--- config.mk ---
export PLATFORM = sky130hd
export DESIGN_NAME = values_ram_arbiter
export DESIGN_NICKNAME = d
export VERILOG_FILES = /design/src/rtl/values_ram_arbiter.sv
export SDC_FILE = /design/constraint.sdc
export NUM_CORES = 1
export LEC_CHECK = 0
export ABC_AREA = 1
export CORE_MARGIN = 3
export CORE_UTILIZATION = 30
export CTS_CLUSTER_DIAMETER = 40
export CTS_CLUSTER_SIZE = 25
export DETAILED_ROUTE_END_ITERATION = 6
export SLEW_MARGIN = 20
export SYNTH_ARGS = -nofsm -noshare
export SYNTH_HDL_FRONTEND = slang
export SYNTH_SLANG_ARGS = --single-unit
--- constraint.sdc ---
create_clock -name clk -period 1.06 [get_ports clk]
set_input_delay 0.212 -clock clk [delete_from_list [all_inputs] [get_ports clk]]
set_output_delay 0.212 -clock clk [all_outputs]
set_load 0.02 [all_outputs]
--- src/rtl/values_ram_arbiter.sv ---
// Two-port (CPU / debug) arbiter and setup-strobe-wait sequencer for the
// single-port, strobe-clocked values RAM.
module values_ram_arbiter #(
   parameter bit CPU_PRIO = 1'b1,
   parameter int RD_LAT   = 1
) (
   input  logic       clk,
   input  logic       reset,
   input  logic       cpu_req,
   input  logic       cpu_we,
   input  logic [7:0] cpu_addr,
   input  logic [7:0] cpu_wdata,
   output logic       cpu_gnt,
   output logic       cpu_done,
   output logic [7:0] cpu_rdata,
   input  logic       dbg_req,
   input  logic       dbg_we,
   input  logic [7:0] dbg_addr,
   input  logic [7:0] dbg_wdata,
   output logic       dbg_gnt,
   output logic       dbg_done,
   output logic [7:0] dbg_rdata,
   output logic [7:0] ram_addr,
   output logic [7:0] ram_wdata,
   output logic       ram_we,
   output logic       ram_strobe,
   input  logic [7:0] ram_rdata
);

   generate
      if (RD_LAT < 1 || RD_LAT > 4) begin : g_bad_rd_lat
         $error("values_ram_arbiter: RD_LAT must be in 1..4");
      end
   endgenerate

   typedef enum logic [2:0] {S_IDLE, S_SETUP, S_STROBE, S_WAIT, S_DONE} state_t;

   state_t     state_q, state_d;
   logic       owner_q, owner_d;
   logic       we_q, we_d;
   logic [2:0] cnt_q, cnt_d;
   logic       last_dbg_q, last_dbg_d;
   logic       cpu_gnt_q, cpu_gnt_d, dbg_gnt_q, dbg_gnt_d;
   logic       cpu_done_q, cpu_done_d, dbg_done_q, dbg_done_d;
   logic [7:0] cpu_rdata_q, cpu_rdata_d, dbg_rdata_q, dbg_rdata_d;
   logic [7:0] ram_addr_q, ram_addr_d, ram_wdata_q, ram_wdata_d;
   logic       ram_we_q, ram_we_d, ram_strobe_q, ram_strobe_d;
   logic       pick_dbg;

   always_comb begin
      state_d      = state_q;
      owner_d      = owner_q;
      we_d         = we_q;
      cnt_d        = cnt_q;
      last_dbg_d   = last_dbg_q;
      cpu_gnt_d    = cpu_gnt_q;
      dbg_gnt_d    = dbg_gnt_q;
      cpu_done_d   = 1'b0;
      dbg_done_d   = 1'b0;
      cpu_rdata_d  = cpu_rdata_q;
      dbg_rdata_d  = dbg_rdata_q;
      ram_addr_d   = ram_addr_q;
      ram_wdata_d  = ram_wdata_q;
      ram_we_d     = ram_we_q;
      ram_strobe_d = 1'b0;
      // On a tie, round-robin hands the RAM to whichever port did not win last
      pick_dbg     = dbg_req && (!cpu_req || (!CPU_PRIO && !last_dbg_q));

      case (state_q)
         S_IDLE: begin
            if (cpu_req || dbg_req) begin
               state_d     = S_SETUP;
               owner_d     = pick_dbg;
               cpu_gnt_d   = !pick_dbg;
               dbg_gnt_d   = pick_dbg;
               we_d        = pick_dbg ? dbg_we    : cpu_we;
               ram_we_d    = pick_dbg ? dbg_we    : cpu_we;
               ram_addr_d  = pick_dbg ? dbg_addr  : cpu_addr;
               ram_wdata_d = pick_dbg ? dbg_wdata : cpu_wdata;
            end
         end
         S_SETUP: begin
            state_d      = S_STROBE;
            ram_strobe_d = 1'b1;
         end
         S_STROBE: begin
            if (we_q) begin
               state_d    = S_DONE;
               ram_we_d   = 1'b0;
               cpu_done_d = !owner_q;
               dbg_done_d = owner_q;
            end else begin
               state_d = S_WAIT;
               cnt_d   = 3'(RD_LAT);
            end
         end
         S_WAIT: begin
            cnt_d = cnt_q - 3'd1;
            if (cnt_q == 3'd1) begin
               state_d    = S_DONE;
               cpu_done_d = !owner_q;
               dbg_done_d = owner_q;
               if (owner_q) dbg_rdata_d = ram_rdata;
               else         cpu_rdata_d = ram_rdata;
            end
         end
         S_DONE: begin
            state_d    = S_IDLE;
            cpu_gnt_d  = 1'b0;
            dbg_gnt_d  = 1'b0;
            last_dbg_d = owner_q;
         end
         default: state_d = S_IDLE;
      endcase
   end

   // A low reset aborts any transaction at this edge; last winner starts as debug
   always_ff @(posedge clk) begin
      if (!reset) begin
         state_q      <= S_IDLE;
         owner_q      <= 1'b0;
         we_q         <= 1'b0;
         cnt_q        <= 3'd0;
         last_dbg_q   <= 1'b1;
         cpu_gnt_q    <= 1'b0;
         dbg_gnt_q    <= 1'b0;
         cpu_done_q   <= 1'b0;
         dbg_done_q   <= 1'b0;
         cpu_rdata_q  <= 8'h00;
         dbg_rdata_q  <= 8'h00;
         ram_addr_q   <= 8'h00;
         ram_wdata_q  <= 8'h00;
         ram_we_q     <= 1'b0;
         ram_strobe_q <= 1'b0;
      end else begin
         state_q      <= state_d;
         owner_q      <= owner_d;
         we_q         <= we_d;
         cnt_q        <= cnt_d;
         last_dbg_q   <= last_dbg_d;
         cpu_gnt_q    <= cpu_gnt_d;
         dbg_gnt_q    <= dbg_gnt_d;
         cpu_done_q   <= cpu_done_d;
         dbg_done_q   <= dbg_done_d;
         cpu_rdata_q  <= cpu_rdata_d;
         dbg_rdata_q  <= dbg_rdata_d;
         ram_addr_q   <= ram_addr_d;
         ram_wdata_q  <= ram_wdata_d;
         ram_we_q     <= ram_we_d;
         ram_strobe_q <= ram_strobe_d;
      end
   end

   assign cpu_gnt    = cpu_gnt_q;
   assign dbg_gnt    = dbg_gnt_q;
   assign cpu_done   = cpu_done_q;
   assign dbg_done   = dbg_done_q;
   assign cpu_rdata  = cpu_rdata_q;
   assign dbg_rdata  = dbg_rdata_q;
   assign ram_addr   = ram_addr_q;
   assign ram_wdata  = ram_wdata_q;
   assign ram_we     = ram_we_q;
   assign ram_strobe = ram_strobe_q;

endmodule

==> Word level (Yosys, flattened, before mapping) <==
Index checks and enable logic that the tools add are counted.
{ "word_totals": {"output_inout_bits": 38, "input_bits": 46, "wordCells": 64, "ff_bits": 46} }
{ "classes": {"n_reduce_logical": 16, "n_mux": 23, "add_sub_neg": 1, "n_bitwise": 1, "eq_ne": 9} }
{ "ops": {"columns": ["op", "n"], "rows": [
  ["$mux 8", 2],
  ["$mux 3", 4],
  ["$pmux 3 s4", 1],
  ["$mux 1", 10],
  ["$pmux 1 s2", 5],
  ["$reduce_and 3->1", 3],
  ["$ne 2x2->1 const B", 4],
  ["$reduce_and 2->1", 4],
  ["$eq 3x1->1 const B", 2],
  ["$eq 3x2->1 const B", 2],
  ["$pmux 3 s2", 1],
  ["$reduce_bool 2->1", 3],
  ["$eq 3x3->1 const B", 1],
  ["$logic_not 1->1", 3],
  ["$logic_not 3->1", 1],
  ["$sub 3x1->3 const B", 1],
  ["$logic_and 1x1->1", 1],
  ["$logic_or 1x1->1", 1],
  ["$not 1->1", 1]
]} }

==> Depth between registers and ports, before layout <==
Gate-level depths: netlist of run 1.
{ "logic_depth": {"ltp_word": 5, "depth_mapped": 8, "depth_no_buf": 7} }

==> Least setup slack after synthesis of run 1 <==
OpenSTA, ideal clock, no wires.
{ "synth_path": {"path_kind": "reg-to-reg", "startpoint": "reg state_q[0]", "endpoint": "reg ram_addr_q[0], in the netlist ram_addr[0]", "path_stages_with_launch": 9, "arrival_ps": 1033, "setup_time_ps": 132, "path_buffers": 2, "period_less_slack_ps": 1165, "required_ps": 928, "path_slack_ps": -105, "path_cell_list": "dfxtp_1 > buf_6 > nor2_4 > nand2_4 > nor2_8 > inv_4 > buf_6 > nand2_1 > a21oi_1"} }
{ "synth_between": {"elab_chain_cells": 2} }
{ "synth_lines": {"columns": ["item", "line_no", "rtl"], "rows": [
  ["from (decl)", "38", "state_t state_q, state_d;"],
  ["from (signal assigned)", "136", "state_q <= state_d;"],
  ["$logic_not 3->1", "69", "case (state_q)"],
  ["$reduce_and 2->1 (no line)", null, null],
  ["to (signal assigned)", "147", "ram_addr_q <= ram_addr_d;"],
  ["to (decl)", "46", "logic [7:0] ram_addr_q, ram_addr_d, ram_wdata_q, ram_wdata_d;"]
]} }
Every way passes these cells.
A chain may end at the register's enable or synchronous reset.

==> Worst setup path after layout of run 1 <==
{ "layout_path": {"startpoint": "reg state_q[0]", "endpoint": "reg ram_addr_q[4], in the netlist ram_addr[4]"} }
The elaborated chain is that of the path after synthesis.

==> results.json, run 1 <==
{
  "status": "finished with violations",
  "violations": "setup timing",
  "mappedNetlistNets": 329,
  "dp_hpwl_um": 4184,
  "min_from": "cpu_req",
  "insertion_delay_ns": 0.30,
  "layout.cells.non_filler": 479,
  "placed_cells": 459,
  "multi_input_area_um2": 1267,
  "final_max_slew_viol_count": 0,
  "crit_fanout": 5,
  "detail_route.wl_per_cell_um": 12.25,
  "grt_pass1_wl_um": 9328,
  "regToRegStartpoint": "state_q[0]$_SDFFE_PN0P_",
  "first_pass_iters": 4,
  "hold_path.class": "in -> reg",
  "tns_ns": -4.849,
  "holdPathStages": 3,
  "holdPathEnd": "cpu_gnt$_SDFFE_PN0P_",
  "num_rows": 29,
  "synthToLayoutAreaGrowth_pct": 75.17,
  "synth_edf_count": 0,
  "gr-total-overflow": 0,
  "start_kind": "flip-flop",
  "synth_xor_area_share_pct": 0,
  "clkTransAtPathRegs_ns": 0.09,
  "syn_area_per_cell_um2": 7.298,
  "max_freq_mhz": 820.9,
  "combPwrFrac_pct": 49.0,
  "pwr-share-seq_pct": 30.3,
  "cts_buffers": 5,
  "drive_gt1_share_pct": 42.29,
  "synth.area.top_cells": "dfxtp_1 45%, nand2_1 15%, nor2_1 7.7%, nand3_1 5.9%, a21oi_1 5.1%",
  "switchingPower_mw": 2.823,
  "numPortBuffers": 83,
  "crit_arrival_ns": 1.46,
  "path_class": "reg -> reg",
  "vias": 2187,
  "setup_ws_ns": -0.1582,
  "r2r_cells": 7,
  "period_share_pct": 114.9,
  "drtIter0Drc": 66,
  "p_leak_nw": 1.640,
  "place_congestion": 0.7944,
  "grt_max_degree": 23,
  "num_antenna_cells": 0,
  "grt_pass1_vias": 2136,
  "critPathCaptureType": "flip-flop",
  "tritoncts": "done",
  "rsz0062_at_grt": "true",
  "final_nets": 449,
  "synth_warnings": 0,
  "yosys_most_used_dff": "dfxtp_1",
  "synth-adder-area-share_pct": 1.220,
  "initial_core_util_pct": 31.57,
  "synth_compound_gate_area_share_pct": 11.04,
  "skew_ns": 0.01459,
  "ctsHoldBuffers": 0,
  "yosys.area.top_type": "dfxtp_1",
  "die-width_um": 88.68,
  "die-area_um2": 7864,
  "finalHoldViolCount": 0,
  "clock_path_buffers": 2,
  "pin_count": 84,
  "worst_pin_slew_ns": 0.3391,
  "cts-root-buf": "clkbuf_8",
  "antenna_left": 0,
  "htree_levels": 2,
  "synthCells": 281,
  "r2r_slack_ns": -0.16,
  "finalSetupViolations": 44,
  "die_h_um": 88.68,
  "internal_power_mw": 4.871,
  "period_minus_slack_ns": 1.218,
  "synth_cell_types": 27,
  "slew_headroom_pct": 77.39,
  "async_flop_share_pct": 0,
  "ys_top_cells_by_count": "84 x nand2_1, 46 x dfxtp_1, 42 x nor2_1, 24 x nand3_1, 21 x a21oi_1",
  "synthMostInstantiatedCell": "nand2_1",
  "n_fill_cell": 601,
  "power_frac_clock_pct": 20.7,
  "drc": 0,
  "swShare_pct": 36.69,
  "regArea_um2": 942.2,
  "placed_area_um2": 3154,
  "antenna_found_initial": 0,
  "ys_seq_elements": 46,
  "synthMuxAreaShare_pct": 0,
  "synth-simple-area-share_pct": 35.81,
  "powerDensity_nw_per_um2": 2142,
  "synth_top_cell_area_share_pct": 44.91,
  "max_cap_violations": 0,
  "syn_area_um2": 2051,
  "synth_top_family_by_area": "simple AND/OR/NAND/NOR gates",
  "viasPerCell": 4.566,
  "required_ns": 1.30,
  "design_area_um2": 3592,
  "grt_use_total_pct": 15.18,
  "ys_seq_area_share_pct": 44.91,
  "wirelength_um": 5868,
  "r2r_end": "ram_addr[4]$_SDFFE_PN0P_",
  "cts.sinks": 46,
  "p_total_mw": 7.695,
  "ir_worst_vdd_uv": 1016,
  "core-area_um2": 6495
}
-- per-layer routing --
metal | routed length (um) | part of all wire, % | track usage [%]
met4 | 62 | 1.1 | 4.121
met1 | 2593 | 44 | 18.50
met5 | 0 | 0 | 0
met3 | 492 | 8.4 | 5.400
met2 | 2720 | 46 | 25.30
-- placed cells by master (no fill, tap or decap), drive strengths merged --
cell,netlist,layout
a21boi,1,1
a21oi,22,22
a31oi,1,1
buf,7,77
bufinv,0,2
clkbuf,4,6
clkdlybuf4s50,0,43
dfxtp,46,46
dlygate4sd2,0,2
ha,2,2
inv,18,18
nand2,87,87
nand3,25,26
nand3b,1,2
nor2,47,47
o2111ai,1,1
o21ai,18,18
or2,1,1
-- cell type report --
| cell class | instances | area share (%) |
|---|---|---|
| Multi-Input combinational cell | 208 | 35.28 |
| Clock buffer | 6 | 2.299 |
| Timing Repair Buffer | 122 | 29.19 |
| Inverter | 18 | 2.647 |
| Sequential cell | 46 | 26.23 |
| Tap cell | 77 | 2.682 |
| Clock inverter | 2 | 1.672 |
-- metrics by stage --
stage / util [%] / hold WS, ns / setup slack (ns)
floorplan: - / 0.3752 / -0.1049
global placement: 48.56 / 0.4480 / -0.4586
detailed placement: 48.56 / 0.4557 / -0.5046
CTS: 51.20 / 0.4464 / -0.1336
global route: 55.31 / 0.4371 / -0.2331
finish: 55.31 / 0.4372 / -0.1582
-- power groups by stage --
stage          sequential (mW)  combinational (mW)  clock, mW
6_report                  2.33                3.77       1.59
3_3_place_gp              2.29                2.95          0
5_1_grt                   2.38                4.12       1.71
2_1_floorplan             2.56                1.48          0
3_5_place_dp              2.29                2.97          0
4_1_cts                   2.30                3.25       1.64
-- how the worst max path moves through the flow --
stage	start	to	slack (ns)	depth (start not counted)
6_report	state_q[0]$_SDFFE_PN0P_	ram_addr[4]$_SDFFE_PN0P_	-0.16	7
5_1_grt	state_q[0]$_SDFFE_PN0P_	ram_wdata[1]$_SDFFE_PN0P_	-0.23	7
4_1_cts	state_q[0]$_SDFFE_PN0P_	ram_addr[1]$_SDFFE_PN0P_	-0.13	7
3_5_place_dp	dbg_req	ram_wdata[6]$_SDFFE_PN0P_	-0.50	6
3_3_place_gp	dbg_req	ram_wdata[3]$_SDFFE_PN0P_	-0.46	6
2_1_floorplan	state_q[0]$_SDFFE_PN0P_	ram_addr[0]$_SDFFE_PN0P_	-0.10	8
-- critical path: stages, from the launching register on --
cell and delay (ns):
dfxtp_2 0.34, buf_6 0.11, nor2_4 0.11, nand2_4 0.09, nor2_8 0.17, buf_4 0.15, nand2_1 0.05, a21oi_1 0.13
-- what timing repair did --
item	4_1_cts	5_1_grt
gates cloned	2	0
setup endpoints to repair	83	67
buffers inserted	5	6
pin swaps	15	25
gates resized for setup	211	80
-- state kept, by name (all words and copies together) (netlist names) --
| signal | count |
|---|---|
| dbg_gnt | 1 |
| ram_we | 1 |
| dbg_rdata | 8 |
| ram_strobe | 1 |
| ram_addr | 8 |
| state_q | 3 |
| owner_q | 1 |
| ram_wdata | 8 |
| cpu_done | 1 |
| cnt_q | 3 |
| cpu_rdata | 8 |
| we_q | 1 |
| dbg_done | 1 |
| cpu_gnt | 1 |
-- kinds of logic (layout without fill, tap and decap cells) --
logic type	after synthesis	in the layout
AOI/OAI and AO/OA	43	43
and+or+nand+nor	161	163
buffers and inverters	29	148
DFF	46	46
adders and majority gates	2	2
(Power assumes the default switching activity.)
==> run 2: changes to the inputs <==
--- a/config.mk
+++ b/config.mk
@@ -6,7 +6,6 @@
 export NUM_CORES = 1
 export LEC_CHECK = 0
 export ABC_AREA = 1
-export CORE_MARGIN = 3
 export CORE_UTILIZATION = 30
 export CTS_CLUSTER_DIAMETER = 40
 export CTS_CLUSTER_SIZE = 25
==> run 2 against run 1 <==
Effect of this change:
- the run ends with DRC, setup timing left
- first-iteration DRC count rose by 32%
- sequential power up 3%
- global-route usage grew 2.1 points
- worst hold slack lost 0.13 ns
- largest cell class unchanged
==> results.json, run 2 (same netlist as run 1, synthesis figures left out) <==
{
  "vias": 2236,
  "clock_path_buffers": 2,
  "dp_hpwl_um": 4027,
  "powerDensity_nw_per_um2": 2157,
  "max_freq_mhz": 797.5,
  "tns_ns": -5.617,
  "mostFrequentLayoutCell": "nand2_1",
  "crit_arrival_ns": 1.45,
  "period_minus_slack_ns": 1.254,
  "holdPathStages": 3,
  "antenna_left": 0,
  "slowest_stage": "dfxtp_2",
  "core-area_um2": 6459,
  "skew_ns": 0.008845,
  "num_rows": 29,
  "grt_use_total_pct": 17.26,
  "status": "finished with violations",
  "p_leak_nw": 1.690,
  "p_total_mw": 7.900,
  "initial_core_util_pct": 31.75,
  "final_nets": 452,
  "r2r_cells": 8,
  "drive_gt1_share_pct": 43.95,
  "multi_input_area_um2": 1305,
  "ctsHoldBuffers": 0,
  "gr-total-overflow": 0,
  "drc": 6,
  "finalHoldViolCount": 0,
  "crit_fanout": 9,
  "worst_pin_slew_ns": 0.3676,
  "start_kind": "flip-flop",
  "hold_path.class": "in -> reg",
  "setup_ws_ns": -0.1939,
  "period_share_pct": 118.3,
  "first_pass_iters": 6,
  "slew_headroom_pct": 75.46,
  "grt_pass1_vias": 2129,
  "finalSetupViolations": 45,
  "drtIter0Drc": 87,
  "cts.sinks": 46,
  "insertion_delay_ns": 0.30,
  "required_ns": 1.25,
  "n_fill_cell": 619,
  "rsz0062_at_grt": "true",
  "worstPathCellList": "buf_6 > nor2_4 > nand2_4 > nor2_8 > buf_12 > inv_12 > nand2_1 > a21oi_1",
  "path_class": "reg -> reg",
  "num_antenna_cells": 0,
  "design_area_um2": 3662,
  "grt_pass1_wl_um": 9963,
  "critPathCaptureType": "flip-flop",
  "grt_max_degree": 23,
  "viasPerCell": 4.639,
  "die-area_um2": 7171,
  "final_max_slew_viol_count": 0,
  "violations": "DRC, setup timing",
  "slowest_delay_ns": 0.34,
  "placed_area_um2": 3154,
  "detail_route.wl_per_cell_um": 12.65,
  "pin_count": 84,
  "wirelength_um": 6098,
  "ir_worst_vdd_uv": 1001,
  "max_cap_violations": 0,
  "place_congestion": 0.7739,
  "cts-root-buf": "clkbuf_8",
  "die_h_um": 84.68,
  "final_cell_mix": "67 x nand2_1, 52 x buf_4, 42 x clkdlybuf4s50_1, 36 x nor2_1, 31 x dfxtp_1",
  "numPortBuffers": 83,
  "synthToLayoutAreaGrowth_pct": 78.58,
  "antenna_found_initial": 0,
  "die-width_um": 84.68,
  "clkTransAtPathRegs_ns": 0.09,
  "tritoncts": "done",
  "regArea_um2": 944.7,
  "cts_buffers": 5,
  "htree_levels": 2
}
==> run 2: final timing paths <==
kind	slack, ns	startpoint	endpoint
max	-0.19	state_q[0]$_SDFFE_PN0P_	ram_wdata[3]$_SDFFE_PN0P_
min	0.31	reset	cnt_q[2]$_SDFFE_PN0P_
max reg2reg	-0.19	state_q[0]$_SDFFE_PN0P_	ram_wdata[3]$_SDFFE_PN0P_
min reg2reg	0.46	ram_wdata[0]$_SDFFE_PN0P_	ram_wdata[0]$_SDFFE_PN0P_
==> run 2: repair_timing <==
| item | in CTS | in global routing |
|---|---|---|
| pin swaps | 13 | 14 |
| resized for setup | 227 | 87 |
| setup endpoints to repair | 83 | 68 |
| buffers inserted | 7 | 5 |
| cloned | 4 | 0 |
==> run 2: metal layers <==
layer	up-vias	share of wire (%)	track usage, %
li1	1154	-	-
met3	5	6.8	5.310
met2	70	49	29.42
met4	0	0.75	4.160
met1	1007	44	21.29
met5	-	0	0
==> run 2: per-stage QoR <==
step | hold slack (ns) | utilization (%) | worst slack [ns] | std cells
3_5_place_dp | 0.4560 | 48.84 | -0.4780 | 459
2_1_floorplan | 0.3752 | - | -0.1049 | 281
6_report | 0.3071 | 56.70 | -0.1939 | 482
3_3_place_gp | 0.4473 | 48.84 | -0.4428 | 459
4_1_cts | 0.4035 | 52.40 | -0.1774 | 478
5_1_grt | 0.2933 | 56.70 | -0.2557 | 482
==> run 2: worst max-delay path, delay by kind of cell, from the launching register on <==
family                 cells  cell delay (ns)
buffers and inverters      3             0.33
AO/OA/AOI/OAI              1             0.06
flip-flops                 1             0.34
AND/OR/NAND/NOR            4             0.42
==> run 2: layout make-up <==
class | count | area share, %
inverters | 18 | 2.801
well taps | 77 | 2.631
flip-flops and latches | 46 | 25.79
repair buffers | 124 | 30.37
clock inverters | 3 | 0.5808
multi-input cells | 208 | 35.63
clock buffers | 5 | 1.879
repair inverters | 1 | 0.3075
==> run 2: where the power goes <==
group	switching [mW]	internal, mW
Sequential	0.284	2.10
Clock	0.633	0.464
Combinational	2.29	2.13
